### src/rtl/branch_predictor_pkg.sv
// Shared helpers for the branch predictor: counter encodings and saturating
// arithmetic, written width-generic so any CTR_W up to 4 can use them.
package bp_pkg;

  localparam int unsigned PC_W      = 32;
  localparam int unsigned CTR_W_MAX = 4;

  // Weakly-taken: MSB set, remaining bits clear.
  function automatic int unsigned CTR_WEAK_T(input int unsigned w);
    return 32'd1 << (w - 1);
  endfunction

  // Weakly-not-taken: MSB clear, remaining bits set (0 for a 1-bit counter).
  function automatic int unsigned CTR_WEAK_NT(input int unsigned w);
    return (32'd1 << (w - 1)) - 32'd1;
  endfunction

  function automatic int unsigned sat_inc(input int unsigned v, input int unsigned w);
    int unsigned max_v;
    max_v = (32'd1 << w) - 32'd1;
    return (v >= max_v) ? max_v : v + 32'd1;
  endfunction

  function automatic int unsigned sat_dec(input int unsigned v);
    return (v == 32'd0) ? 32'd0 : v - 32'd1;
  endfunction

endpackage

### src/rtl/sat_counter_stat.sv
// Event counter that sticks at all-ones instead of wrapping.
module sat_counter_stat #(
  parameter int unsigned W = 16
) (
  input  logic         clk,
  input  logic         rst_n,
  input  logic         inc_i,
  output logic [W-1:0] count_o
);

  logic [W-1:0] count_q;
  logic [W-1:0] count_d;

  always_comb begin
    count_d = count_q;
    if (inc_i && (count_q != '1)) begin
      count_d = count_q + W'(1);
    end
  end

  always_ff @(posedge clk or negedge rst_n) begin
    if (!rst_n) begin
      count_q <= '0;
    end else begin
      count_q <= count_d;
    end
  end

  assign count_o = count_q;

endmodule

### src/rtl/branch_predictor.sv
// Direct-mapped tagged branch predictor with saturating direction counters.
// Lookup is a combinational read of the flop table; training lands one edge later.
module branch_predictor
  import bp_pkg::*;
#(
  parameter int unsigned ENTRIES = 16,
  parameter int unsigned CTR_W   = 2,
  parameter int unsigned TAG_W   = 8,
  parameter int unsigned STAT_W  = 16
) (
  input  logic              clk,
  input  logic              reset,
  input  logic              clear,
  input  logic [31:0]       pc_if,
  output logic              pred_taken,
  output logic [31:0]       pred_target,
  input  logic              upd_valid,
  input  logic [31:0]       upd_pc,
  input  logic              upd_taken,
  input  logic [31:0]       upd_target,
  input  logic              upd_pred_taken,
  input  logic [31:0]       upd_pred_target,
  output logic              mispred,
  output logic [STAT_W-1:0] stat_upd,
  output logic [STAT_W-1:0] stat_miss
);

  localparam int unsigned IDX_W  = $clog2(ENTRIES);
  localparam int unsigned TAG_LO = IDX_W + 2;

  localparam logic [CTR_W-1:0] CTR_INIT_T  = CTR_W'(CTR_WEAK_T(CTR_W));
  localparam logic [CTR_W-1:0] CTR_INIT_NT = CTR_W'(CTR_WEAK_NT(CTR_W));

  typedef struct packed {
    logic              valid;
    logic [TAG_W-1:0]  tag;
    logic [PC_W-1:0]   target;
    logic [CTR_W-1:0]  ctr;
  } entry_t;

  localparam entry_t ENTRY_RST = '{valid: 1'b0, tag: '0, target: '0, ctr: CTR_INIT_NT};

  entry_t tbl_q [ENTRIES];
  entry_t tbl_d [ENTRIES];

  logic [IDX_W-1:0] lk_idx;
  logic [TAG_W-1:0] lk_tag;
  logic             lk_hit;
  logic [IDX_W-1:0] up_idx;
  logic [TAG_W-1:0] up_tag;
  logic             up_hit;
  logic             unused_upd_pc;

  // Only the index and tag slices of upd_pc steer the table.
  assign unused_upd_pc = ^upd_pc;

  assign lk_idx = pc_if[TAG_LO-1:2];
  assign lk_tag = pc_if[TAG_LO+TAG_W-1:TAG_LO];
  assign lk_hit = tbl_q[lk_idx].valid && (tbl_q[lk_idx].tag == lk_tag);

  assign pred_taken  = lk_hit && tbl_q[lk_idx].ctr[CTR_W-1];
  assign pred_target = pred_taken ? tbl_q[lk_idx].target : pc_if + 32'd4;

  assign up_idx = upd_pc[TAG_LO-1:2];
  assign up_tag = upd_pc[TAG_LO+TAG_W-1:TAG_LO];
  assign up_hit = tbl_q[up_idx].valid && (tbl_q[up_idx].tag == up_tag);

  assign mispred = upd_valid &&
                   ((upd_pred_taken != upd_taken) ||
                    (upd_taken && (upd_pred_target != upd_target)));

  always_comb begin
    tbl_d = tbl_q;
    if (clear) begin
      for (int unsigned i = 0; i < ENTRIES; i++) begin
        tbl_d[IDX_W'(i)].valid = 1'b0;
      end
    end else if (upd_valid) begin
      if (up_hit) begin
        if (upd_taken) begin
          tbl_d[up_idx].ctr    = CTR_W'(sat_inc(32'(tbl_q[up_idx].ctr), CTR_W));
          tbl_d[up_idx].target = upd_target;
        end else begin
          tbl_d[up_idx].ctr = CTR_W'(sat_dec(32'(tbl_q[up_idx].ctr)));
        end
      end else if (upd_taken) begin
        // Allocation replaces whatever aliased entry occupied this index.
        tbl_d[up_idx] = '{valid: 1'b1, tag: up_tag, target: upd_target, ctr: CTR_INIT_T};
      end
    end
  end

  always_ff @(posedge clk or negedge reset) begin
    if (!reset) begin
      for (int unsigned i = 0; i < ENTRIES; i++) begin
        tbl_q[IDX_W'(i)] <= ENTRY_RST;
      end
    end else begin
      tbl_q <= tbl_d;
    end
  end

  sat_counter_stat #(.W(STAT_W)) u_stat_upd (
    .clk     (clk),
    .rst_n   (reset),
    .inc_i   (upd_valid),
    .count_o (stat_upd)
  );

  sat_counter_stat #(.W(STAT_W)) u_stat_miss (
    .clk     (clk),
    .rst_n   (reset),
    .inc_i   (mispred),
    .count_o (stat_miss)
  );

endmodule

### config.mk
export PLATFORM = sky130hd
export DESIGN_NAME = branch_predictor
export DESIGN_NICKNAME = d
export VERILOG_FILES = /design/src/rtl/branch_predictor_pkg.sv /design/src/rtl/sat_counter_stat.sv /design/src/rtl/branch_predictor.sv
export SDC_FILE = /design/constraint.sdc
export NUM_CORES = 1
export LEC_CHECK = 0
export CORE_MARGIN = 2
export CORE_UTILIZATION = 25
export DETAILED_ROUTE_END_ITERATION = 8
export HOLD_SLACK_MARGIN = 0.06
export PLACE_DENSITY = 0.48
export SLEW_MARGIN = 10
export SYNTH_ARGS = -nofsm -noshare
export SYNTH_HDL_FRONTEND = slang
export SYNTH_SLANG_ARGS = --single-unit
### constraint.sdc
create_clock -name clk -period 10.06 [get_ports clk]
set_input_delay 3.018 -clock clk [delete_from_list [all_inputs] [get_ports clk]]
set_output_delay 3.018 -clock clk [all_outputs]
set_load 0.02 [all_outputs]
==> results of run 1 <==
==> cell usage after synthesis, drive strengths merged, types with 16 or more instances <==
library cell and instances:
mux2i 38, dfrtp 704, mux2 675, xnor2 45, inv 27, dfstp 16
nand4 22, nor4 16, nor2 54, nand2 87, nor3 35, mux4 237
a31oi 18, nand3 36, xor2 62, buf 95, clkbuf 108, o21ai 24
==> metrics by stage <==
stage,std cells,util (%),cell area [µm²],setup WS [ps],hold slack [ps]
finish,4554,29.8,43300,194,476
global route,4552,29.8,43300,83.6,501
CTS,4552,29.8,43300,133,479
global placement,4398,27.8,40400,132,463
detailed placement,4398,27.8,40400,149,474
floorplan,2432,-,36500,1050,452
==> worst paths after layout <==
path | from | endpoint | slack [ps] | cells past startpoint
min in group asynchronous | reset | tbl_q[302] | 2360 | 1
max in group asynchronous | reset | tbl_q[637] | 6010 | 3
min reg2reg | tbl_q[559] | tbl_q[559] | 480 | 2
max | pc_if[3] | pred_target[16] | 190 | 10
min | tbl_q[559] | tbl_q[559] | 480 | 2
max reg2reg | tbl_q[209] | tbl_q[125] | 5660 | 8
==> kinds of logic after synthesis <==
group | count (synthesis)
buffers and inverters | 231
adder cells (fa/ha/maj) | 5
AO/OA/AOI/OAI | 99
multiplexers | 950
flip-flops | 720
AND/OR/NAND/NOR | 320
XOR/XNOR | 107
==> layout make-up <==
| class | count | area, µm² | area share [%] |
|---|---|---|---|
| tap | 1917 | 2400 | 5.54 |
| clock buffer | 131 | 2550 | 5.89 |
| multi-input combinational | 1481 | 17400 | 40.2 |
| sequential | 720 | 18000 | 41.7 |
| antenna | 2 | 5.00 | 0.0116 |
| timing repair buffer | 252 | 2410 | 5.57 |
| inverter | 28 | 106 | 0.246 |
| clock inverter | 23 | 389 | 0.899 |
==> flip-flops by register name, indices dropped and copies added, names as in the netlist <==
register,cells
tbl_q,688
u_stat_upd.count_o,16
u_stat_miss.count_o,16
==> routing by layer <==
layer / routed length [µm] / global-route usage (%)
met5: 41 / 0
met1: 51200 / 20.6
met3: 4220 / 2.58
met4: 2380 / 3.46
met2: 53300 / 24.5
==> power groups by stage <==
stage               Combinational (W)  Clock [W]  Sequential [W]
floorplan                    0.000789          0         0.00349
global placement              0.00121          0         0.00353
finish                        0.00120    0.00323         0.00348
global route                  0.00130    0.00345         0.00353
detailed placement            0.00122          0         0.00353
CTS                           0.00123    0.00333         0.00348
==> worst register-to-register path, cell delays in order (launching register included) <==
cell and delay (ps):
dfrtp_1 390, mux4_2 460, mux2i_1 210, xnor2_1 110
nor3_1 730, o2111a_1 970, buf_4 330, a21o_1 620
mux2_2 420
==> qor.yml, run 1 <==
pwr:
  p_clk_share_pct: 40.8
  pwr-share-seq_pct: 44.0
  ir_drop_mv: 0.128
  p_sw_share_pct: 26.2
  p_sw_w: 0.00208
  p_comb_share_pct: 15.2
  leakage_nw: 19.7
  internal-power_w: 0.00584
  power_density_mw_per_mm2: 183
  p_total_w: 0.00791
worst_setup_path:
  path_buf_inv: 3
  cp_slowest_cell: "or4b_4"
  crit_type: "input port to output port"
  crit_path_start_kind: "input port"
  cp.arrival_ps: 6850
  slowest_delay_ps: 680
  worst_path_most_repeated_cell: "mux2i_1"
  path_max_fanout: 15
  path_cells: "clkbuf_8, mux4_1, mux2i_1, mux2i_1, xor2_1, or4_1, or4b_4, buf_12, mux2_4, clkdlybuf4s50_1"
  required_ps: 7040
  crit_path_end_kind: "output port"
  critPathTopFamily: "multiplexers"
timing:
  setup_viol: 0
  max_slew_margin_pct: 29.0
  fin_tns_setup_ps: 0
  hold_viol: 0
  rsz0062_at_grt: "false"
  fmaxAchievable_mhz: 101
  finalMaxSlewViolations: 0
  worst_pin_slew_ps: 1070
  period_share_pct: 98.1
  skew_ps: 44.7
  min_period_ps: 9870
yosys:
  ys_ff_latch: 720
  synthArstFlopShare_pct: 100
  synth_ff_type: "dfrtp_1"
  ys_types: 70
  synthSimpleGateAreaFrac_pct: 4.45
  syn_area_mm2: 0.0365
  synth-xor-area-share_pct: 2.57
  yosys.area.top_type_share_pct: 48.3
  synth_warnings: 0
  synth-compound-area-share_pct: 1.94
  synthAdderAreaFrac_pct: 0.158
  synth_top_family_by_area: "multiplexers"
  synth_edf_count: 0
  synth_top_area_cell: "dfrtp_1"
  synth.area.mux_share_pct: 38.4
  synth_area_per_cell_um2: 15.0
  synthTopCellsByArea: "dfrtp_1 48%, mux2_2 20%, mux4_1 10%, mux4_2 5.0%, xor2_1 1.5%"
  syn-instance-count: 2432
  syn_nets: 2569
  yosysSeqAreaShare_pct: 49.4
placement:
  gp_congestion: 0.765
  dp_hpwl_mm: 67.6
  portBuffers: 179
route:
  wire_per_inst_um: 24.4
  vias_per_cell: 4.80
  route.vias.total: 21854
  wl_mm: 111
  ant_nets: 0
  dr.pass1.iters: 4
  drc_errors: 0
  drt_iter0_drc: 1189
run:
  max_cap_viol_count: 0
floorplan:
  io_pins: 200
  rows: 140
  die-width_um: 386
  coreArea_mm2: 0.145
  start_util_pct: 25.1
  die_h_um: 386
  die_area_mm2: 0.149
global_route:
  grt_overflow: 0
  grt_pass1_vias: 23082
  grt_pass1_wl_mm: 164
  antenna_found_initial: 7
  grt.total_usage_pct: 15.0
  grt_max_degree: 148
clocking:
  cts_hold_buf: 0
  clk_pin_slew_worst_paths_ps: 60
  post_cts_buffers: 0
  cts_inserted_buffers: 87
  clk_latency_ps: 690
  cts_tree: "done"
  cts_sinks: 720
  htreeDepth: 3
  clockBufferDepth: 3
  clockRootBuffer: "clkbuf_16"
  cts_resized: 0
status:
  status: "finished clean"
min_path:
  hold_class: "register to register"
layout:
  nNetsFinal: 2707
  drive_gt1_share_pct: 39.1
  layout_common_cells: "704 x dfrtp_1, 646 x mux2_2, 172 x clkdlybuf4s50_1"
  synthToLayoutAreaGrowth_pct: 18.6
  final_common_cell: "dfrtp_1"
  nFillCells: 14547
No activity file was read; power rests on OpenSTA's default activity.
==> run 2, diff against run 1 <==
REMOVE_ABC_BUFFERS = 1   (was default)
==> run 2 against run 1 <==
  * Design area increased by 0.49%
  * Global-route usage increased by 0.31 points
  * Sequential power about the same
  * Count of clock-buffer cells in the layout increased by 1
  * Wire length increased by 2.1%
  * Total power increased by 1.6%
  * Maximum frequency decreased by 0.22%
  * Non-clock buffer count increased by 6
==> qor.yml, run 2 (synthesized netlist as in run 1, its figures left out) <==
status:
  status: "finished clean"
run:
  max_cap_viol_count: 0  # unchanged
timing:
  finalMaxSlewViolations: 0  # unchanged
  hold_slack_ps: 485  # +9.26 ps
  setup_viol: 0  # unchanged
  finalWorstSetupSlack_ps: 172  # -21.5 ps
  fin_tns_setup_ps: 0  # unchanged
  max_slew_margin_pct: 20.6  # -8.4 points
  skew_ps: 53.2  # +8.48 ps
  worst_pin_slew_ps: 1190  # +126 ps
  fmaxAchievable_mhz: 101  # -0.22%
  hold_viol: 0  # unchanged
  rsz0062_at_grt: "false"
  min_period_ps: 9890  # +21.5 ps
  period_share_pct: 98.3  # +0.21 points
clocking:
  cts_hold_buf: 0  # unchanged
  cts_tree: "done"
  clockBufferDepth: 3  # unchanged
  clk_latency_ps: 710  # +20 ps
  cts_sinks: 720  # unchanged
  cts_resized: 0  # unchanged
  post_cts_buffers: 0  # unchanged
  cts_inserted_buffers: 86  # -1.1%
  clk_pin_slew_worst_paths_ps: 60  # about the same
  clockRootBuffer: "clkbuf_16"
  htreeDepth: 3  # unchanged
global_route:
  grt_max_degree: 160  # +8.1%
  grt_overflow: 0  # unchanged
  grt.total_usage_pct: 15.3  # +0.31 points
  grt_pass1_vias: 23124  # +0.18%
  antenna_found_initial: 10  # +3
  grt_pass1_wl_mm: 166  # +1.8%
route:
  wl_mm: 113  # +2.1%
  vias_per_cell: 4.85  # +1.2%
  drc_errors: 0  # unchanged
  wl_met2_mm: 52.4  # -1.7%
  wl_met3_mm: 5.35  # +27%
  wire_per_inst_um: 24.8  # +1.8%
  ant_nets: 0  # unchanged
  dr.pass1.iters: 8  # +4
  wl_met1_mm: 53.6  # +4.9%
  drt_iter0_drc: 1530  # +29%
  dr.max_layer_used: "met5"
  route.vias.total: 22165  # +1.4%
layout:
  utilization_pct: 30.0  # +0.15 points
  largest_reg_flops: 688  # unchanged
  regArea_mm2: 0.0180  # unchanged
  multiInputGateArea_mm2: 0.0174  # about the same
  synthToLayoutAreaGrowth_pct: 19.2
  final_common_cell: "dfrtp_1"
  nNetsFinal: 2712  # +0.18%
  stdcell_area_mm2: 0.0435  # +0.49%
  drive_gt1_share_pct: 39.5  # +0.45 points
  nFillCells: 14502  # -0.31%
  regMostFlops: "tbl_q"
  layout_common_cells: "704 x dfrtp_1, 646 x mux2_2, 170 x clkdlybuf4s50_1"
placement:
  dpl_cell_area_mm2: 0.0404  # +0.22%
  dp_hpwl_mm: 66.3  # -1.8%
  gp_congestion: 0.787  # +2.9%
  portBuffers: 179  # unchanged
  pre_cts_ws_ps: 106  # -43.4 ps
floorplan:
  start_util_pct: 25.1  # unchanged
  die_h_um: 386  # unchanged
  coreArea_mm2: 0.145  # unchanged
  die-width_um: 386  # unchanged
  die_area_mm2: 0.149  # unchanged
  rows: 140  # unchanged
  io_pins: 200  # unchanged
pwr:
  ir_drop_mv: 0.117  # -8.7%
  power_density_mw_per_mm2: 185  # +1.1%
  leakage_nw: 19.8  # +0.61%
worst_setup_path:
  crit_path_start_kind: "input port"
  crit_type: "input port to output port"
  crit_path_end_kind: "output port"
  path_max_fanout: 18  # +3
  cp.arrival_ps: 6870  # +20 ps
  worst-r2r-setup-slack_ps: 5830  # +170 ps
  required_ps: 7040  # about the same
min_path:
  hold_class: "register to register"
## run 2: path summary, 6_finish.rpt
path | from | endpoint | cells past startpoint
worst max register to register | tbl_q[598] | tbl_q[169] | 6
worst min register to register | tbl_q[645] | tbl_q[645] | 2
worst min-delay path | tbl_q[645] | tbl_q[645] | 2
worst max-delay path | pc_if[2] | pred_target[7] | 11
min in group asynchronous | reset | tbl_q[426] | 1
max in group asynchronous | reset | tbl_q[413] | 2
## run 2: worst max-delay path, stage by stage
cell and delay [ps]:
buf_8 200, buf_4 280, mux4_2 530, a2111oi_1 490, buf_4 190, o2bb2ai_1 210
nand2_1 90, or4b_4 680, buf_12 250, mux2_4 340, clkdlybuf4s50_1 550
## run 2: area by class of cell
class	count	area share (%)
sequential	720	41.5
multi-input combinational	1481	40.0
clock buffer	132	5.94
timing repair buffer	258	5.74
tap	1917	5.51
clock inverter	29	1.11
inverter	28	0.244
antenna	1	0.00575
## run 2: per-layer routing
metal	vias to the layer above	GRT usage (%)
met1	11963	21.6
met2	512	24.2
met4	2	3.13
li1	9555	-
met5	-	0
met3	133	3.11
## run 2: report_power, final
group / total (W) / switching [W] / internal [W]
clock: 0.00334 / 0.00135 / 0.00199
combinational: 0.00121 / 0.000535 / 0.000675
sequential: 0.00348 / 0.000213 / 0.00327
total: 0.00804 / 0.00210 / 0.00594
## run 2: per-stage QoR
stage                     instances  power (W)
final                          4566    0.00804
after global routing           4565    0.00841
after CTS                      4565    0.00816
after detailed placement       4404    0.00476
after global placement         4404    0.00473
after floorplan                2229    0.00421
